==> src/rtl/serial_ripple_subtractor_if.sv <==
// Handshake and operand/result bundle for serial_ripple_subtractor.
// The master issues start/a/b/bin and the slave returns status and results.
interface serial_ripple_subtractor_if #(
  parameter int WIDTH = 4
);
  logic             start;
  logic [WIDTH-1:0] a;
  logic [WIDTH-1:0] b;
  logic             bin;
  logic             busy;
  logic             done;
  logic [WIDTH-1:0] diff;
  logic             bout;
  logic             zero;
  logic             ovf;

  modport master (
    output start, a, b, bin,
    input  busy, done, diff, bout, zero, ovf
  );

  modport slave (
    input  start, a, b, bin,
    output busy, done, diff, bout, zero, ovf
  );
endinterface

==> src/rtl/serial_ripple_subtractor.sv <==
// Multi-cycle subtractor: diff = a - b - bin, DIGIT bits per clock with a
// single registered borrow rippling from the LSB digit to the MSB digit.
module serial_ripple_subtractor #(
  parameter int WIDTH = 4,
  parameter int DIGIT = 1
) (
  input logic                  clk,
  input logic                  rst,
  serial_ripple_subtractor_if.slave bus
);
  localparam int NDIG = WIDTH / DIGIT;
  localparam int CW   = (NDIG > 1) ? $clog2(NDIG) : 1;

  generate
    if (WIDTH < 2 || (WIDTH % DIGIT) != 0) begin : g_bad_params
      $error("serial_ripple_subtractor: WIDTH must be >= 2 and a multiple of DIGIT");
    end
  endgenerate

  typedef enum logic {IDLE, RUN} state_t;

  state_t state;
  state_t next_state;
  logic   accept;
  logic   last;

  logic [WIDTH-1:0] a_sh;
  logic [WIDTH-1:0] b_sh;
  logic [WIDTH-1:0] work;
  logic [WIDTH-1:0] result;
  logic             borrow;
  logic             borrow_next;
  logic [CW-1:0]    cnt;
  logic [DIGIT-1:0] a_dig;
  logic [DIGIT-1:0] b_dig;
  logic [DIGIT:0]   step;
  int               idx;

  logic             busy_r;
  logic             done_r;
  logic [WIDTH-1:0] diff_r;
  logic             bout_r;
  logic             zero_r;
  logic             ovf_r;

  always_ff @(posedge clk or posedge rst) begin
    if (rst) state <= IDLE;
    else     state <= next_state;
  end

  always_comb begin
    next_state = state;
    accept     = 1'b0;
    last       = 1'b0;
    case (state)
      IDLE: begin
        if (bus.start) begin
          accept     = 1'b1;
          next_state = RUN;
        end
      end
      RUN: begin
        if (cnt == CW'(NDIG - 1)) begin
          last       = 1'b1;
          next_state = IDLE;
        end
      end
      default: next_state = IDLE;
    endcase
  end

  // One digit of the ripple: the extra MSB of the widened difference is the borrow.
  always_comb begin
    idx         = int'(cnt) * DIGIT;
    a_dig       = a_sh[idx +: DIGIT];
    b_dig       = b_sh[idx +: DIGIT];
    step        = {1'b0, a_dig} - {1'b0, b_dig} - (DIGIT + 1)'(borrow);
    borrow_next = step[DIGIT];
    result      = work;
    result[idx +: DIGIT] = step[DIGIT-1:0];
  end

  always_ff @(posedge clk or posedge rst) begin
    if (rst) begin
      a_sh   <= '0;
      b_sh   <= '0;
      work   <= '0;
      borrow <= 1'b0;
      cnt    <= '0;
      busy_r <= 1'b0;
      done_r <= 1'b0;
      diff_r <= '0;
      bout_r <= 1'b0;
      zero_r <= 1'b0;
      ovf_r  <= 1'b0;
    end else begin
      done_r <= 1'b0;
      if (accept) begin
        a_sh   <= bus.a;
        b_sh   <= bus.b;
        borrow <= bus.bin;
        work   <= '0;
        cnt    <= '0;
        busy_r <= 1'b1;
      end else if (state == RUN) begin
        work   <= result;
        borrow <= borrow_next;
        cnt    <= cnt + 1'b1;
        // Results are published only here so diff never shows partial digits.
        if (last) begin
          cnt    <= '0;
          diff_r <= result;
          bout_r <= borrow_next;
          zero_r <= (result == '0);
          ovf_r  <= (a_sh[WIDTH-1] != b_sh[WIDTH-1]) && (result[WIDTH-1] != a_sh[WIDTH-1]);
          done_r <= 1'b1;
          busy_r <= 1'b0;
        end
      end
    end
  end

  assign bus.busy = busy_r;
  assign bus.done = done_r;
  assign bus.diff = diff_r;
  assign bus.bout = bout_r;
  assign bus.zero = zero_r;
  assign bus.ovf  = ovf_r;
endmodule

==> src/flat_wrapper.sv <==
// flat-port wrapper written by rule: the top's interface ports become plain ports
module serial_ripple_subtractor_flat 
#(
  parameter int WIDTH = 4,
  parameter int DIGIT = 1
)
  (clk, rst, bus_start, bus_a, bus_b, bus_bin, bus_busy, bus_done, bus_diff, bus_bout, bus_zero, bus_ovf);
  serial_ripple_subtractor_if #(.WIDTH(WIDTH)) bus_i ();
  input logic clk;
  input logic rst;
  input wire logic [$bits(bus_i.start)-1:0] bus_start;
  input wire logic [$bits(bus_i.a)-1:0] bus_a;
  input wire logic [$bits(bus_i.b)-1:0] bus_b;
  input wire logic [$bits(bus_i.bin)-1:0] bus_bin;
  output wire logic [$bits(bus_i.busy)-1:0] bus_busy;
  output wire logic [$bits(bus_i.done)-1:0] bus_done;
  output wire logic [$bits(bus_i.diff)-1:0] bus_diff;
  output wire logic [$bits(bus_i.bout)-1:0] bus_bout;
  output wire logic [$bits(bus_i.zero)-1:0] bus_zero;
  output wire logic [$bits(bus_i.ovf)-1:0] bus_ovf;
  assign bus_i.start = bus_start;
  assign bus_i.a = bus_a;
  assign bus_i.b = bus_b;
  assign bus_i.bin = bus_bin;
  assign bus_busy = bus_i.busy;
  assign bus_done = bus_i.done;
  assign bus_diff = bus_i.diff;
  assign bus_bout = bus_i.bout;
  assign bus_zero = bus_i.zero;
  assign bus_ovf = bus_i.ovf;
  serial_ripple_subtractor #(.WIDTH(WIDTH), .DIGIT(DIGIT)) u_core (.clk(clk), .rst(rst), .bus(bus_i));
endmodule
==> config.mk <==
export PLATFORM = sky130hd
export DESIGN_NAME = serial_ripple_subtractor_flat
export DESIGN_NICKNAME = d
export VERILOG_FILES = /design/src/rtl/serial_ripple_subtractor_if.sv /design/src/rtl/serial_ripple_subtractor.sv /design/src/flat_wrapper.sv
export SDC_FILE = /design/constraint.sdc
export NUM_CORES = 1
export LEC_CHECK = 0
export CELL_PAD_IN_SITES_DETAIL_PLACEMENT = 1
export CELL_PAD_IN_SITES_GLOBAL_PLACEMENT = 2
export CORE_MARGIN = 2
export CORE_UTILIZATION = 34
export CTS_CLUSTER_DIAMETER = 80
export CTS_CLUSTER_SIZE = 10
export DETAILED_ROUTE_END_ITERATION = 8
export PLACE_DENSITY = 0.82
export SLEW_MARGIN = 20
export SYNTH_ARGS = -nofsm -noshare
export SYNTH_HDL_FRONTEND = slang
export SYNTH_SLANG_ARGS = --single-unit
export TNS_END_PERCENT = 50
==> constraint.sdc <==
create_clock -name clk -period 3.1 [get_ports clk]
set_clock_uncertainty 0.1 [all_clocks]
set_input_delay 0.775 -clock clk [delete_from_list [all_inputs] [get_ports clk]]
set_output_delay 0.775 -clock clk [all_outputs]
set_load 0.1 [all_outputs]
==> impl_results.md, run 1 <==
* Status: finished, final reports clean
* Netlist cell types at 30
* Clk buf depth at 2
* Initial core utilization at 35.3%
* Input/output buffers at 20
* Dpl ws at 477 ps
* Hold/Removal Path Class: flop to flop
* Top cells by area, synth: dfrtp_1 51%, mux2_1 5.7%, ha_1 5.3%, mux4_1 4.5%, mux2i_1 4.3%
* Total iterations of the first detailed-routing run at 4
* Seq cells post-synth at 24
* Crit path kind: flop to flop
* Total GRT Usage at 12.8%
* Final Non-Filler Cells at 162
* Async SR Flop Fraction at 100%
* Hold-fix buffer count after cts at 0
* WP data arrival at 2800 ps
* First-pass GRT wire length at 4.00 mm
* Register area share after synthesis at 51.0%
* Clock root cell: clkbuf_4
* Post-route ant nets at 0
* Vias in the first global route at 852
* WL per Instance at 13.6 um
* Critical Path End Type: flop
* H-tree depth at 1
* Worst Max-Slew Pin Slew at 492 ps
* Critical Path RT at 3270 ps
* Fraction of layout cells with a size suffix above 1 at 19.8%
* Routed via count at 774
* Period minus WS final at 2630 ps
* N_diodes at 0
* Post-route cell area at 1450 um^2
* Post-DP HPWL at 1.66 mm
* Die Span Y at 62.8 um
* Pin count of the biggest net entering global routing at 25
* Buf/Inv on CP at 1
* Layout net count at 135
* R2R setup slack at 470 ps
* Fmax at 380 MHz
* Clk_lat worst skew at 320 ps
* Crit-path cells: mux4_1 > inv_1 > fa_1 > and4bb_4 > a2111oi_2 > a32o_1
* Setup Buffers After CTS at 0
* Syn Nets at 111
* Unrepaired setup endpoints after global routing: false
* Syn avg cell area at 12.7 um^2
* Ys Warns at 0
* Yosys top cell area share at 51.0%
* Vias/cell at 4.78
* CTS tree: yes
* Synthesized area at 1180 um^2
* Gpl congestion at 0.777
* Largest area contributor in the netlist: dfrtp_1
* Row count at 21
* Placed Area at 1410 um^2
* Setup WS post-layout at 469 ps
* CP startpoint kind: flop
* Maxcap violations at 0
* Worst slew margin at 67.2%
* Final Cycle Share at 84.9%
* Post-Route WL at 2.21 mm
* Layout area overhead at 23.2%
* Worst stage delay on the critical path at 580 ps
* Post-CTS Resized at 0
* Core Area at 3340 um^2
* Family with the most delay on the worst path: multiplexers
* Setup violators final at 0
* CTS Buf Count at 3
* # DRC at 0
* CP Max Fanout at 9
* Area of the multi-input gates at 541 um^2
* DIE AREA at 3950 um^2
* FF+latch area at 601 um^2
* Initial antenna violation count at 0
* CTS Sinks at 24
* Die Wd at 62.8 um
* Crit path max-delay cell type: mux4_1
* Dpl cells at 158
* Initial DRC Count at 27
* Clock Pin Slew Worst Setup and Hold Paths at 130 ps
* TNS Setup at 0 ps
* Fillcell total at 373
* Max Slew Vio Count at 0
* Mapped Cells at 93
* IO Count at 21
* GRT Residual Overflow at 0
* Final Hold Violating Endpoints at 0
* Dominant synthesized flop cell: dfrtp_1
* Post-synth EDFFs at 0
==> metrics by stage <==
stage | hold slack [ps] | util [%]
after floorplan | 349 | -
after global placement | 362 | 42.4
after detailed placement | 369 | 42.4
after CTS | 401 | 43.5
after global routing | 417 | 43.5
final | 395 | 43.5
==> worst paths after layout <==
| kind | depth (start not counted) | endpoint | from |
|---|---|---|---|
| max | 6 | u_core.bus.zero | u_core.cnt[0] |
| min | 1 | u_core.b_sh[0] | u_core.b_sh[0] |
| max reg2reg | 6 | u_core.bus.zero | u_core.cnt[0] |
| min reg2reg | 1 | u_core.b_sh[0] | u_core.b_sh[0] |
| max in group asynchronous | 3 | u_core.cnt[0] | rst |
| min in group asynchronous | 3 | u_core.bus.diff[0] | rst |
==> cell type report <==
cell class | instances | area share, %
clock buffers | 4 | 2.50
multi-input cells | 60 | 37.3
flip-flops and latches | 24 | 41.4
well taps | 46 | 3.97
inverters | 6 | 1.55
repair buffers | 22 | 13.3
==> synthesized netlist by cell type, types with 2 or more instances <==
master    count
a21oi_1       3
buf_2         2
dfrtp_1      24
ha_1          5
inv_1         6
mux2_1        6
mux2_2        3
mux2i_1       5
mux4_1        2
nand2_1       7
nand2b_1      3
nand3b_1      2
nor2_1        3
nor2b_1       4
o21ai_0       2
o21ai_1       2
==> sequential cells by signal, summed over array words and instances, names as in the netlist <==
| signal | cells |
|---|---|
| u_core.bus.diff | 4 |
| u_core.bus.bout | 1 |
| u_core.work | 3 |
| u_core.b_sh | 4 |
| u_core.cnt | 2 |
| u_core.bus.busy | 1 |
| u_core.bus.zero | 1 |
| u_core.bus.done | 1 |
| u_core.borrow | 1 |
| u_core.a_sh | 4 |
| u_core.state | 1 |
| u_core.bus.ovf | 1 |
==> layout by cell type, fill, tap and decap left out, drive strengths merged <==
cell type      instances
mux4                   2
nor2                   3
a2111oi                1
mux2                   9
or3b                   1
or2                    1
nand2b                 3
a32o                   1
clkbuf                 4
inv                    6
nand3b                 2
o21ai                  4
clkdlybuf4s50         11
a21oi                  3
a211oi                 1
fa                     1
and4b                  1
nand3                  1
o31ai                  1
a31oi                  1
nand2                  7
and4bb                 2
dfrtp                 24
nor4bb                 1
mux2i                  5
ha                     5
buf                   11
nor2b                  4
==> layer usage <==
layer  global-route usage, %  part of all wire (%)
met5                       0                     0
met3                    4.86                   5.4
met1                    15.9                    45
met2                    22.2                    49
met4                   0.833                     0
==> kinds of logic (layout without fill, tap and decap cells) <==
kind of cell / after synthesis / count (layout) / synth area share, %
AOI/OAI and AO/OA: 12 / 12 / 6.91
adders and majority gates: 6 / 6 / 7.01
buffers and inverters: 9 / 32 / 3.08
DFF: 24 / 24 / 51.0
muxes: 16 / 16 / 17.3
and+or+nand+nor: 26 / 26 / 14.7
Power of run 1 is left out: the tool's default activity adds up to more than one toggle a clock period on the data nets, which glitch-free logic cannot reach.
==> run 2, diff against run 1 <==
clock period = 2.6 ns   (was 3.1 ns; I/O delays follow)
==> impl_results.md, run 2 (synthesis gave the netlist of run 1 again) <==
* Status: finished, final reports clean
* Pin count of the biggest net entering global routing at 25
* Fillcell total at 377
* Most common cell after layout, fill and taps aside: dfrtp_1
* Final Hold Violating Endpoints at 0
* Vias in the first global route at 807
* Maxcap violations at 0
* IO Count at 21
* Dpl cells at 160
* Critical Path End Type: flop
* Input/output buffers at 20
* Post-Route WL at 2.25 mm
* Final Non-Filler Cells at 164
* Vias/cell at 4.75
* Max Slew Vio Count at 0
* Routed via count at 779
* Unrepaired setup endpoints after global routing: false
* Setup Buffers After CTS at 0
* Initial antenna violation count at 0
* Crit-path cells: mux4_1 > inv_1 > fa_1 > and4bb_4 > a2111oi_2 > a32o_1
* Worst slew margin at 65.9%
* Post-CTS Resized at 0
* TNS Setup at 0 ps
* Worst hold path stage count at 1
* Initial core utilization at 35.3%
* CTS tree: yes
* Layout area overhead at 25.8%
* Worst stage delay on the critical path at 560 ps
* WP data arrival at 2650 ps
* CP startpoint kind: flop
* DIE AREA at 3950 um^2
* Hold/Removal Path Class: flop to flop
* Setup violators final at 0
* Clk_lat worst skew at 320 ps
* First-pass GRT wire length at 3.84 mm
* Worst Max-Slew Pin Slew at 512 ps
* # DRC at 0
* CTS Buf Count at 3
* Utilization after layout at 44.4%
* Core Area at 3340 um^2
* Period minus WS final at 2480 ps
* CTS Sinks at 24
* Fraction of layout cells with a size suffix above 1 at 21.2%
* Setup WS post-layout at 121 ps
* CP Max Fanout at 4
* Most frequent cells in the layout: 24 x dfrtp_1, 13 x buf_4, 11 x clkdlybuf4s50_1
* GRT Residual Overflow at 0
* Clock Pin Slew Worst Setup and Hold Paths at 140 ps
* Post-route ant nets at 0
* Gpl congestion at 0.787
* Clock root cell: clkbuf_4
* Die Span Y at 62.8 um
* H-tree depth at 1
* Crit path kind: flop to flop
* WL per Instance at 13.7 um
* Clk buf depth at 2
* Total GRT Usage at 12.4%
* Hold-fix buffer count after cts at 0
* Row count at 21
* Crit path max-delay cell type: mux4_1
* Dpl ws at 118 ps
* Critical Path RT at 2780 ps
* N_diodes at 0
* Final Cycle Share at 95.3%
* Total iterations of the first detailed-routing run at 3
* R2R setup slack at 120 ps
* Fmax at 403 MHz
* Worst-case reg-to-reg path depth at 6
* Layout net count at 137
* Initial DRC Count at 29
* Die Wd at 62.8 um
* Post-DP HPWL at 1.70 mm
==> run 2: layout make-up <==
class	count	area (um^2)	share of cell area, %
inverter	6	22.5	1.52
clock inverter	1	30.0	2.03
timing repair buffer	24	208	14.0
tap	46	57.6	3.89
clock buffer	3	22.5	1.52
multi-input combinational	60	541	36.5
sequential	24	601	40.5
==> run 2: worst paths after layout <==
kind	start	end
worst max-delay path	u_core.cnt[0]	u_core.bus.zero
worst min-delay path	u_core.b_sh[1]	u_core.b_sh[1]
worst max register to register	u_core.cnt[0]	u_core.bus.zero
worst min register to register	u_core.b_sh[1]	u_core.b_sh[1]
max in group asynchronous	rst	u_core.work[2]
min in group asynchronous	rst	u_core.bus.busy
==> run 2: per-layer routing <==
metal,wire (um),track usage (%),vias up
met4,21,4.17,0
met2,1090,21.4,18
met3,90,3.06,2
met1,1050,15.1,383
met5,0,0,-
li1,-,-,376
==> run 2: per-stage QoR <==
step	instance area (um^2)	hold slack, ps
CTS	1480	401
finish	1480	393
global placement	1430	362
detailed placement	1430	369
floorplan	1180	349
global route	1480	420
==> run 2: critical path, delay by kind of cell (launching register included) <==
family,cells,cell delay (ps)
DFF,1,420
muxes,1,560
buffers and inverters,1,90
AOI/OAI and AO/OA,2,540
and+or+nand+nor,1,250
adders and majority gates,1,470
Power of run 2 is left out for the same reason.
==> run 3, diff against run 2 <==
clock period = 2.3 ns   (was 2.6 ns; I/O delays follow)
==> impl_results.md, run 3 (synthesis gave the netlist of run 1 again) <==
* Worst hold path stage count at 2
* Initial antenna violation count at 0
* Reg2reg end: u_core.bus.zero
* Most frequent cells in the layout: 23 x dfrtp_1, 18 x buf_4, 11 x clkdlybuf4s50_1
* Most common cell after layout, fill and taps aside: dfrtp_1
* Clk_lat worst skew at 320 ps
* Hold Crit Start: u_core.bus.diff[3]
* Fraction of layout cells with a size suffix above 1 at 30.1%
* Die Wd at 62.8 um
* Vias in the first global route at 909
* Clock root cell: clkbuf_4
* Final Hold Violating Endpoints at 0
* Setup violators final at 4
* Hold/Removal Path Class: flop to flop
* Final Non-Filler Cells at 169
* First-pass GRT wire length at 4.48 mm
* Worst-case reg-to-reg path depth at 5
* Row count at 21
* WL per Instance at 14.9 um
* Unrepaired setup endpoints after global routing: true
* RR Startpoint: u_core.cnt[0]
* # DRC at 0
* Critical Path End Type: flop
* Clock Pin Slew Worst Setup and Hold Paths at 130 ps
* CTS Sinks at 24
* GRT Residual Overflow at 0
* Fmax at 421 MHz
* Input/output buffers at 20
* Worst stage delay on the critical path at 550 ps
* Total GRT Usage at 14.6%
* Failing checks: negative setup slack
* Placed Area at 1470 um^2
* Final Cycle Share at 103%
* DIE AREA at 3950 um^2
* Period minus WS final at 2380 ps
* Initial DRC Count at 17
* Crit path max-delay cell type: fa_1
* IO Count at 21
* Crit-path cells: mux4_2 > fa_1 > nor4bb_4 > a2111oi_4 > a32o_1
* Post-route cell area at 1530 um^2
* Post-route ant nets at 0
* Layout net count at 142
* CTS tree: yes
* Maxcap violations at 0
* Vias/cell at 4.73
* Critical Path RT at 2430 ps
* Hold EP: u_core.bus.diff[3]
* N_diodes at 0
* Crit path kind: flop to flop
* Status: finished, violations left
* CP Max Fanout at 4
* Initial core utilization at 35.3%
* Clk buf depth at 2
* Worst slew margin at 70.4%
* CP startpoint kind: flop
* Core Area at 3340 um^2
* Die Span Y at 62.8 um
* TNS Setup at -155 ps
* Max Slew Vio Count at 0
* Post-DP HPWL at 1.92 mm
* R2R setup slack at -80 ps
* CTS Buf Count at 3
* Worst Max-Slew Pin Slew at 443 ps
* Post-Route WL at 2.52 mm
* Layout area overhead at 29.9%
* Routed via count at 799
* Pin count of the biggest net entering global routing at 25
* Setup WS post-layout at -77.5 ps
* H-tree depth at 1
* WP data arrival at 2500 ps
* Dpl cells at 164
* Total iterations of the first detailed-routing run at 3
* Gpl congestion at 0.710
==> run 3: per-layer routing <==
| metal | global-route usage (%) | vias to the layer above | share of wire, % |
|---|---|---|---|
| li1 | - | 382 | - |
| met1 | 18.7 | 396 | 43 |
| met2 | 25.0 | 17 | 52 |
| met3 | 1.98 | 4 | 3.0 |
| met4 | 5.83 | 0 | 1.3 |
| met5 | 0 | - | 0 |
==> run 3: stage by stage <==
step	worst slack (ps)	hold WS (ps)	utilization [%]
after floorplan	-51.1	352	-
after global placement	-11.3	362	44.2
after detailed placement	-61.0	369	44.2
after CTS	-77.5	403	45.4
after global routing	-196	446	45.8
final	-77.5	395	45.8
==> run 3: worst max-delay path by stage <==
stage	startpoint	endpoint	slack, ps	cells after the start
floorplan	u_core.cnt[0]	u_core.bus.ovf	-50	5
global placement	u_core.cnt[0]	u_core.bus.ovf	-10	5
finish	u_core.cnt[0]	u_core.bus.zero	-80	5
CTS	u_core.cnt[0]	u_core.bus.zero	-80	5
detailed placement	u_core.cnt[0]	u_core.bus.zero	-60	5
global route	u_core.cnt[0]	u_core.bus.zero	-200	5
==> run 3: repair_timing <==
item,CTS,global route
setup buffers,0,1
pin swaps,4,2
gates cloned,0,0
hold buffers,0,0
resized for setup,2,2
setup endpoints to repair,3,8
==> run 3: area by class of cell <==
type	count	area, um^2
clock buffer	4	36.3
sequential	24	602
timing repair buffer	29	245
multi-input combinational	60	566
fill	373	1810
tap	46	57.6
inverter	6	22.5
==> run 3: worst max-delay path: cells and delay by family (launching register included) <==
kind / cells / cell delay, ps
AND/OR/NAND/NOR: 1 / 300
flip-flops: 1 / 420
AO/OA/AOI/OAI: 2 / 390
adder cells (fa/ha/maj): 1 / 550
multiplexers: 1 / 510
Power of run 3 is left out for the same reason.
